===== config.mk =====
export PLATFORM = sky130hd
export DESIGN_NAME = fountain_v1_decoder_flat
export DESIGN_NICKNAME = d
export VERILOG_FILES = /design/src/rtl/fountain_pkg.sv /design/src/rtl/fountain_v1_decoder_if.sv /design/src/rtl/fountain_gf2_row_xor.sv /design/src/rtl/fountain_v1_decoder.sv /design/src/flat_wrapper.sv
export SDC_FILE = /design/constraint.sdc
export NUM_CORES = 1
export LEC_CHECK = 0
export BUFFER_PORTS_ARGS = -buffer_cell sky130_fd_sc_hd__buf_2
export CORE_MARGIN = 4
export CORE_UTILIZATION = 55
export DETAILED_ROUTE_END_ITERATION = 10
export PLACE_DENSITY = 0.72
export SETUP_SLACK_MARGIN = 0.1
export SLEW_MARGIN = 10
export SYNTH_ARGS = -nofsm -noshare
export SYNTH_HDL_FRONTEND = slang
export SYNTH_SLANG_ARGS = --single-unit
export TNS_END_PERCENT = 20

===== constraint.sdc =====
create_clock -name clk -period 7.9 [get_ports clk]
set_clock_uncertainty 0.2 [all_clocks]
set_input_delay 1.185 -clock clk [delete_from_list [all_inputs] [get_ports clk]]
set_output_delay 1.185 -clock clk [all_outputs]
set_load 0.03 [all_outputs]

===== src/rtl/fountain_pkg.sv =====
// Shared fountain-code definitions: block geometry, decoder states and pivot row layout.
// Also used by the encoder, so the coefficient mask conventions stay identical on both sides.
package fountain_pkg;

    localparam int unsigned FOUNTAIN_K = 8;
    localparam int unsigned FOUNTAIN_W = 8;

    typedef enum logic [1:0] {
        ACCEPT,
        ELIM,
        BACKSUB,
        OUTPUT
    } dec_state_t;

    // Bit j of coef set means source symbol j contributes to sym.
    typedef struct packed {
        logic                  valid;
        logic [FOUNTAIN_K-1:0] coef;
        logic [FOUNTAIN_W-1:0] sym;
    } pivot_row_t;

endpackage


===== src/rtl/fountain_v1_decoder_if.sv =====
// Encoded-symbol input and recovered-symbol output channels of the fountain decoder.
interface fountain_v1_decoder_if
    import fountain_pkg::*;
#(
    parameter int unsigned K = FOUNTAIN_K,
    parameter int unsigned W = FOUNTAIN_W
);
    logic                 in_valid;
    logic                 in_ready;
    logic [K-1:0]         in_coef;
    logic [W-1:0]         in_sym;
    logic                 out_valid;
    logic                 out_ready;
    logic [$clog2(K)-1:0] out_idx;
    logic [W-1:0]         out_sym;

    modport master (
        output in_valid, in_coef, in_sym, out_ready,
        input  in_ready, out_valid, out_idx, out_sym
    );

    modport slave (
        input  in_valid, in_coef, in_sym, out_ready,
        output in_ready, out_valid, out_idx, out_sym
    );

endinterface


===== src/rtl/fountain_gf2_row_xor.sv =====
// Conditional GF(2) row addition: y = a ^ b when en, else y = a.
module fountain_gf2_row_xor #(
    parameter int unsigned K = 8,
    parameter int unsigned W = 8
) (
    input  logic         en,
    input  logic [K-1:0] a_coef,
    input  logic [W-1:0] a_sym,
    input  logic [K-1:0] b_coef,
    input  logic [W-1:0] b_sym,
    output logic [K-1:0] y_coef,
    output logic [W-1:0] y_sym
);

    always_comb begin
        y_coef = a_coef;
        y_sym  = a_sym;
        if (en) begin
            y_coef = a_coef ^ b_coef;
            y_sym  = a_sym ^ b_sym;
        end
    end

endmodule


===== src/rtl/fountain_v1_decoder.sv =====
// Online GF(2) Gaussian-elimination fountain decoder with back-substitution and in-order output.
// Optional FOUNTAIN_DEC_STATS_EN adds saturating rx_count/dup_count statistics outputs.
module fountain_v1_decoder
    import fountain_pkg::*;
#(
    parameter int unsigned K = FOUNTAIN_K,
    parameter int unsigned W = FOUNTAIN_W
) (
    input  logic                     clk,
    input  logic                     reset,
    fountain_v1_decoder_if.slave     dec,
    output logic [$clog2(K+1)-1:0]   rank,
    output logic                     done
`ifdef FOUNTAIN_DEC_STATS_EN
    ,
    output logic [15:0]              rx_count,
    output logic [15:0]              dup_count
`endif
);

    localparam int unsigned IDX_W  = $clog2(K);
    localparam int unsigned RANK_W = $clog2(K + 1);
    localparam logic [IDX_W-1:0]  LAST = IDX_W'(K - 1);
    localparam logic [RANK_W-1:0] FULL = RANK_W'(K);

    dec_state_t             state_q, state_d;
    logic [IDX_W-1:0]       cnt_q, cnt_d;
    logic                   stored_q, stored_d;
    logic [K-1:0]           work_coef_q, work_coef_d;
    logic [W-1:0]           work_sym_q, work_sym_d;
    logic [K-1:0]           piv_valid_q, piv_valid_d;
    logic [K-1:0][K-1:0]    piv_coef_q, piv_coef_d;
    logic [K-1:0][W-1:0]    piv_sym_q, piv_sym_d;
    logic [RANK_W-1:0]      rank_q, rank_d;
    logic                   in_ready_q, in_ready_d;
    logic                   done_q, done_d;

    logic                   xor_en;
    logic [K-1:0]           xr_coef;
    logic [W-1:0]           xr_sym;
    logic [W-1:0]           bs_sym;

    // Pivot c has no bits below c, so eliminating column c never re-sets a lower column.
    assign xor_en = (state_q == ELIM) && !stored_q && work_coef_q[cnt_q] && piv_valid_q[cnt_q];

    fountain_gf2_row_xor #(
        .K(K),
        .W(W)
    ) u_row_xor (
        .en     (xor_en),
        .a_coef (work_coef_q),
        .a_sym  (work_sym_q),
        .b_coef (piv_coef_q[cnt_q]),
        .b_sym  (piv_sym_q[cnt_q]),
        .y_coef (xr_coef),
        .y_sym  (xr_sym)
    );

    // Rows above cnt are already reduced to unit rows, so their syms are final source values.
    always_comb begin
        bs_sym = piv_sym_q[cnt_q];
        for (int unsigned j = 0; j < K; j++) begin
            if (j > 32'(cnt_q) && piv_coef_q[cnt_q][j]) begin
                bs_sym = bs_sym ^ piv_sym_q[j];
            end
        end
    end

    always_comb begin
        state_d     = state_q;
        cnt_d       = cnt_q;
        stored_d    = stored_q;
        work_coef_d = work_coef_q;
        work_sym_d  = work_sym_q;
        piv_valid_d = piv_valid_q;
        piv_coef_d  = piv_coef_q;
        piv_sym_d   = piv_sym_q;
        rank_d      = rank_q;
        done_d      = 1'b0;

        case (state_q)
            ACCEPT: begin
                if (dec.in_valid && in_ready_q) begin
                    work_coef_d = dec.in_coef;
                    work_sym_d  = dec.in_sym;
                    stored_d    = 1'b0;
                    cnt_d       = '0;
                    state_d     = ELIM;
                end
            end
            ELIM: begin
                work_coef_d = xr_coef;
                work_sym_d  = xr_sym;
                if (!stored_q && work_coef_q[cnt_q] && !piv_valid_q[cnt_q]) begin
                    piv_valid_d[cnt_q] = 1'b1;
                    piv_coef_d[cnt_q]  = work_coef_q;
                    piv_sym_d[cnt_q]   = work_sym_q;
                    rank_d             = rank_q + RANK_W'(1);
                    stored_d           = 1'b1;
                end
                if (cnt_q == LAST) begin
                    if (rank_d == FULL) begin
                        state_d = BACKSUB;
                        cnt_d   = LAST;
                    end else begin
                        state_d = ACCEPT;
                        cnt_d   = '0;
                    end
                end else begin
                    cnt_d = cnt_q + IDX_W'(1);
                end
            end
            BACKSUB: begin
                piv_sym_d[cnt_q]         = bs_sym;
                piv_coef_d[cnt_q]        = '0;
                piv_coef_d[cnt_q][cnt_q] = 1'b1;
                if (cnt_q == '0) begin
                    state_d = OUTPUT;
                end else begin
                    cnt_d = cnt_q - IDX_W'(1);
                end
            end
            OUTPUT: begin
                if (dec.out_ready) begin
                    if (cnt_q == LAST) begin
                        piv_valid_d = '0;
                        rank_d      = '0;
                        done_d      = 1'b1;
                        cnt_d       = '0;
                        state_d     = ACCEPT;
                    end else begin
                        cnt_d = cnt_q + IDX_W'(1);
                    end
                end
            end
        endcase

        in_ready_d = (state_d == ACCEPT);
    end

    always_ff @(posedge clk) begin
        if (reset) begin
            state_q     <= ACCEPT;
            cnt_q       <= '0;
            stored_q    <= 1'b0;
            work_coef_q <= '0;
            work_sym_q  <= '0;
            piv_valid_q <= '0;
            piv_coef_q  <= '0;
            piv_sym_q   <= '0;
            rank_q      <= '0;
            in_ready_q  <= 1'b0;
            done_q      <= 1'b0;
        end else begin
            state_q     <= state_d;
            cnt_q       <= cnt_d;
            stored_q    <= stored_d;
            work_coef_q <= work_coef_d;
            work_sym_q  <= work_sym_d;
            piv_valid_q <= piv_valid_d;
            piv_coef_q  <= piv_coef_d;
            piv_sym_q   <= piv_sym_d;
            rank_q      <= rank_d;
            in_ready_q  <= in_ready_d;
            done_q      <= done_d;
        end
    end

    assign dec.in_ready  = in_ready_q;
    assign dec.out_valid = (state_q == OUTPUT);
    assign dec.out_idx   = (state_q == OUTPUT) ? cnt_q : '0;
    assign dec.out_sym   = (state_q == OUTPUT) ? piv_sym_q[cnt_q] : '0;
    assign rank          = rank_q;
    assign done          = done_q;

`ifdef FOUNTAIN_DEC_STATS_EN
    logic [15:0] rx_count_q, rx_count_d;
    logic [15:0] dup_count_q, dup_count_d;

    always_comb begin
        rx_count_d  = rx_count_q;
        dup_count_d = dup_count_q;
        if (state_q == ACCEPT && dec.in_valid && in_ready_q && rx_count_q != '1) begin
            rx_count_d = rx_count_q + 16'd1;
        end
        if (state_q == ELIM && cnt_q == LAST && !stored_d && dup_count_q != '1) begin
            dup_count_d = dup_count_q + 16'd1;
        end
    end

    always_ff @(posedge clk) begin
        if (reset) begin
            rx_count_q  <= '0;
            dup_count_q <= '0;
        end else begin
            rx_count_q  <= rx_count_d;
            dup_count_q <= dup_count_d;
        end
    end

    assign rx_count  = rx_count_q;
    assign dup_count = dup_count_q;
`endif

endmodule


===== src/flat_wrapper.sv =====
// flat-port wrapper written by rule: the top's interface ports become plain ports
module fountain_v1_decoder_flat import fountain_pkg::*;
#(
    parameter int unsigned K = FOUNTAIN_K,
    parameter int unsigned W = FOUNTAIN_W
)
  (clk, reset, rank, done, dec_in_valid, dec_in_coef, dec_in_sym, dec_out_ready, dec_in_ready, dec_out_valid, dec_out_idx, dec_out_sym);
  fountain_v1_decoder_if #(.K(K), .W(W)) dec_i ();
  input  logic clk;
  input  logic reset;
  output logic [$clog2(K+1)-1:0] rank;
  output logic done;
  input wire logic [$bits(dec_i.in_valid)-1:0] dec_in_valid;
  input wire logic [$bits(dec_i.in_coef)-1:0] dec_in_coef;
  input wire logic [$bits(dec_i.in_sym)-1:0] dec_in_sym;
  input wire logic [$bits(dec_i.out_ready)-1:0] dec_out_ready;
  output wire logic [$bits(dec_i.in_ready)-1:0] dec_in_ready;
  output wire logic [$bits(dec_i.out_valid)-1:0] dec_out_valid;
  output wire logic [$bits(dec_i.out_idx)-1:0] dec_out_idx;
  output wire logic [$bits(dec_i.out_sym)-1:0] dec_out_sym;
  assign dec_i.in_valid = dec_in_valid;
  assign dec_i.in_coef = dec_in_coef;
  assign dec_i.in_sym = dec_in_sym;
  assign dec_i.out_ready = dec_out_ready;
  assign dec_in_ready = dec_i.in_ready;
  assign dec_out_valid = dec_i.out_valid;
  assign dec_out_idx = dec_i.out_idx;
  assign dec_out_sym = dec_i.out_sym;
  fountain_v1_decoder #(.K(K), .W(W)) u_core (.clk(clk), .reset(reset), .dec(dec_i), .rank(rank), .done(done));
endmodule

==> impl_results.md <==
* Tmin final at 4774 ps
* Die height at 135.7 microns
* Drt total wl at 28530 microns
* Total GRT Usage at 31.02%
* First-pass GRT wire length at 43920 microns
* Avg Inst Size Synth at 8.539 sq um
* Fill count at 1362
* Final setup fails at 0
* Peak supply drop at 157.3 uV
* Critical Path Start Type: flip-flop
* # rows at 46
* Max-slew violations at 0
* Total CTS buffers at 17
* Slowest CP cell: dfxtp_2
* Combinational fraction of design power at 6.5%
* Layout cells sized above 1 at 11.94%
* TritonRoute pass-1 iters at 6
* Mapped cell area at 0.008975 sq mm
* Cell Int Power at 1.326 mW
* Synth warn at 0
* CP bufs+invs at 2
* Top FF cell, synth: dfxtp_1
* CORE AREA at 0.01594 sq mm
* Routability cong. at 0.8883
* Switch Pwr at 477.0 uW
* Clk sink count at 164
* Vias in the first global route at 7843
* Root Buffer: clkbuf_16
* Grt ovf at 0
* Power per cell area at 185.2 mW/mm^2
* Setup TNS at 0 ps
* # port buffers at 37
* Min-Delay Path Depth at 2
* Initial antenna violation count at 0
* Fmax at 209.5 MHz
* Seq/Total Area, Yosys at 36.58%
* Hold Violations, Final at 0
* Slew margin rel. at 17.82%
* Hold slack at 255.4 ps
* Slew of the pin with the lowest slew margin at 1223 ps
* Area delta synth->final at 8.504%
* Switching share of power at 26.46%
* First DRT Iteration DRCs at 1069
* Arr. time, crit path at 3390 ps
* Worst stage delay on the critical path at 860 ps
* Cell family contributing the most delay on the critical path: compound AO/OA/AOI/OAI gates
* Worst skew pair latency at 440 ps
* Final Cycle Share at 60.43%
* Hold_buf cts at 0
* CTS H-tree depth at 4
* Worst-path clk slew at 70 ps
* Via count at 8428
* Die W at 135.7 microns
* Tot Pwr at 1.803 mW
* Initial core utilization at 56.29%
* Leakage at 3.157 nW
* TritonCTS clock tree: built
* Post-synth EDFFs at 0
* DIE AREA at 0.01843 sq mm
* Max Cap Viol at 0
* Crit Path Category: flip-flop to output port
* Fin nets at 1067
* Hpwl dp at 18110 microns
* CP endpoint kind: output port
* Vias/cell at 6.631
* Worst Hold Class: flip-flop to flip-flop
* RSZ-0062 raised after global routing: no
* Reg2Reg Depth at 8
* Wire per inst at 22.45 microns
* Netlist cell types at 70
* Commonest non-fill, non-tap cell in the layout: nand2_1
* Post-cts resize count at 0
* Most frequent cells in the layout: 207 x nand2_1, 161 x dfxtp_1, 82 x a21oi_1, 78 x nor2_1, 66 x o221ai_1
* Clock power frac at 46.4%
* DRC violations left at 0
* Status: finished clean
* Mapped Nets at 1076
* Crit path cell chain: buf_4 -> nor2b_4 -> a22o_1 -> a222oi_1 -> nor2_1 -> buf_2
* CTS max path bufs at 2
* Critical path launch point: u_core.cnt_q[2]
* Setup bufs post-CTS at 0
* Fraction of registers with async set/reset at 0%
* Yosys reg bits at 164
* CP Max Fanout at 41
* Largest net degree at the start of global routing at 99
* Ports at 38
* Seq pwr share at 47.1%
* CP required at 6510 ps
* Crit Reg-Reg Startpoint: u_core.cnt_q[1]
* Antenna viol nets, final at 0
* N_diodes at 0
* Critical Path Stages at 6
* Synth Instances at 1051
-- cell families after synthesis --
| group | synth area share [%] |
|---|---|
| AND/OR/NAND/NOR | 24.15 |
| multiplexers | 8.532 |
| AO/OA/AOI/OAI | 19.06 |
| adder cells (fa/ha/maj) | 0.6971 |
| buffers and inverters | 4.991 |
| XOR/XNOR | 5.995 |
| flip-flops | 36.58 |
-- power by group through the flow --
stage                     Sequential, mW  Combinational (mW)  Clock [mW]
after floorplan                    0.858              0.0919           0
after global placement             0.867               0.114           0
after detailed placement           0.867               0.115           0
after CTS                          0.848               0.116       0.835
after global routing               0.849               0.126       0.872
final                              0.849               0.118       0.837
-- path summary, 6_finish.rpt --
path                          endpoint  slack [ps]
setup / recovery        dec_out_sym[3]        3130
hold / removal               flip-flop         260
setup reg to reg  u_core.piv_sym_q[13]        3680
hold reg to reg              flip-flop         260
-- worst reg2reg max path: stages, from the launching register on --
cell      delay (ps)
dfxtp_2          470
buf_4            500
nor2b_1          620
a22oi_1          260
a211oi_4         490
and2_0           630
o21ai_2          480
nand3b_1         250
o221ai_1         150
-- cell type report --
| cell class | count | area, sq um | area share [%] |
|---|---|---|---|
| multi-input combinational | 798 | 5269 | 54.11 |
| timing repair buffer | 50 | 285.3 | 2.929 |
| clock inverter | 14 | 146.4 | 1.503 |
| clock buffer | 18 | 439.2 | 4.510 |
| inverter | 11 | 41.29 | 0.4240 |
| tap | 216 | 270.3 | 2.775 |
| sequential | 164 | 3287 | 33.75 |
-- cell usage after synthesis, types with 18 or more instances --
master	number	area, sq um
a22oi_1	20	150.1
xnor2_1	25	219.0
nand2_1	207	777.0
nand3_1	18	90.09
nor3_1	18	90.09
dfxtp_1	164	3283
mux2i_1	36	360.4
nand3b_1	65	488.0
a21oi_1	82	410.4
clkbuf_1	49	183.9
nor2_1	78	292.8
o221ai_1	66	578.1
-- stage by stage --
stage	std cells	instance area (sq um)	setup WS [ps]	utilization [%]
after floorplan	1051	8975	4616	-
after global placement	1239	9153	3811	57.41
after detailed placement	1239	9153	3770	57.41
after CTS	1271	9738	3300	61.08
after global routing	1271	9738	3117	61.08
final	1271	9738	3126	61.08
-- routing by layer --
layer | vias to the layer above | share of wire, % | global-route usage (%) | wire [microns]
met5 | - | 0 | 0 | 0
met4 | 0 | 3.6 | 13.89 | 1018
met3 | 102 | 12 | 7.615 | 3298
met2 | 522 | 43 | 45.91 | 12360
met1 | 4008 | 42 | 42.96 | 11850
li1 | 3796 | - | - | -
Power figures use the tool's default switching activity.
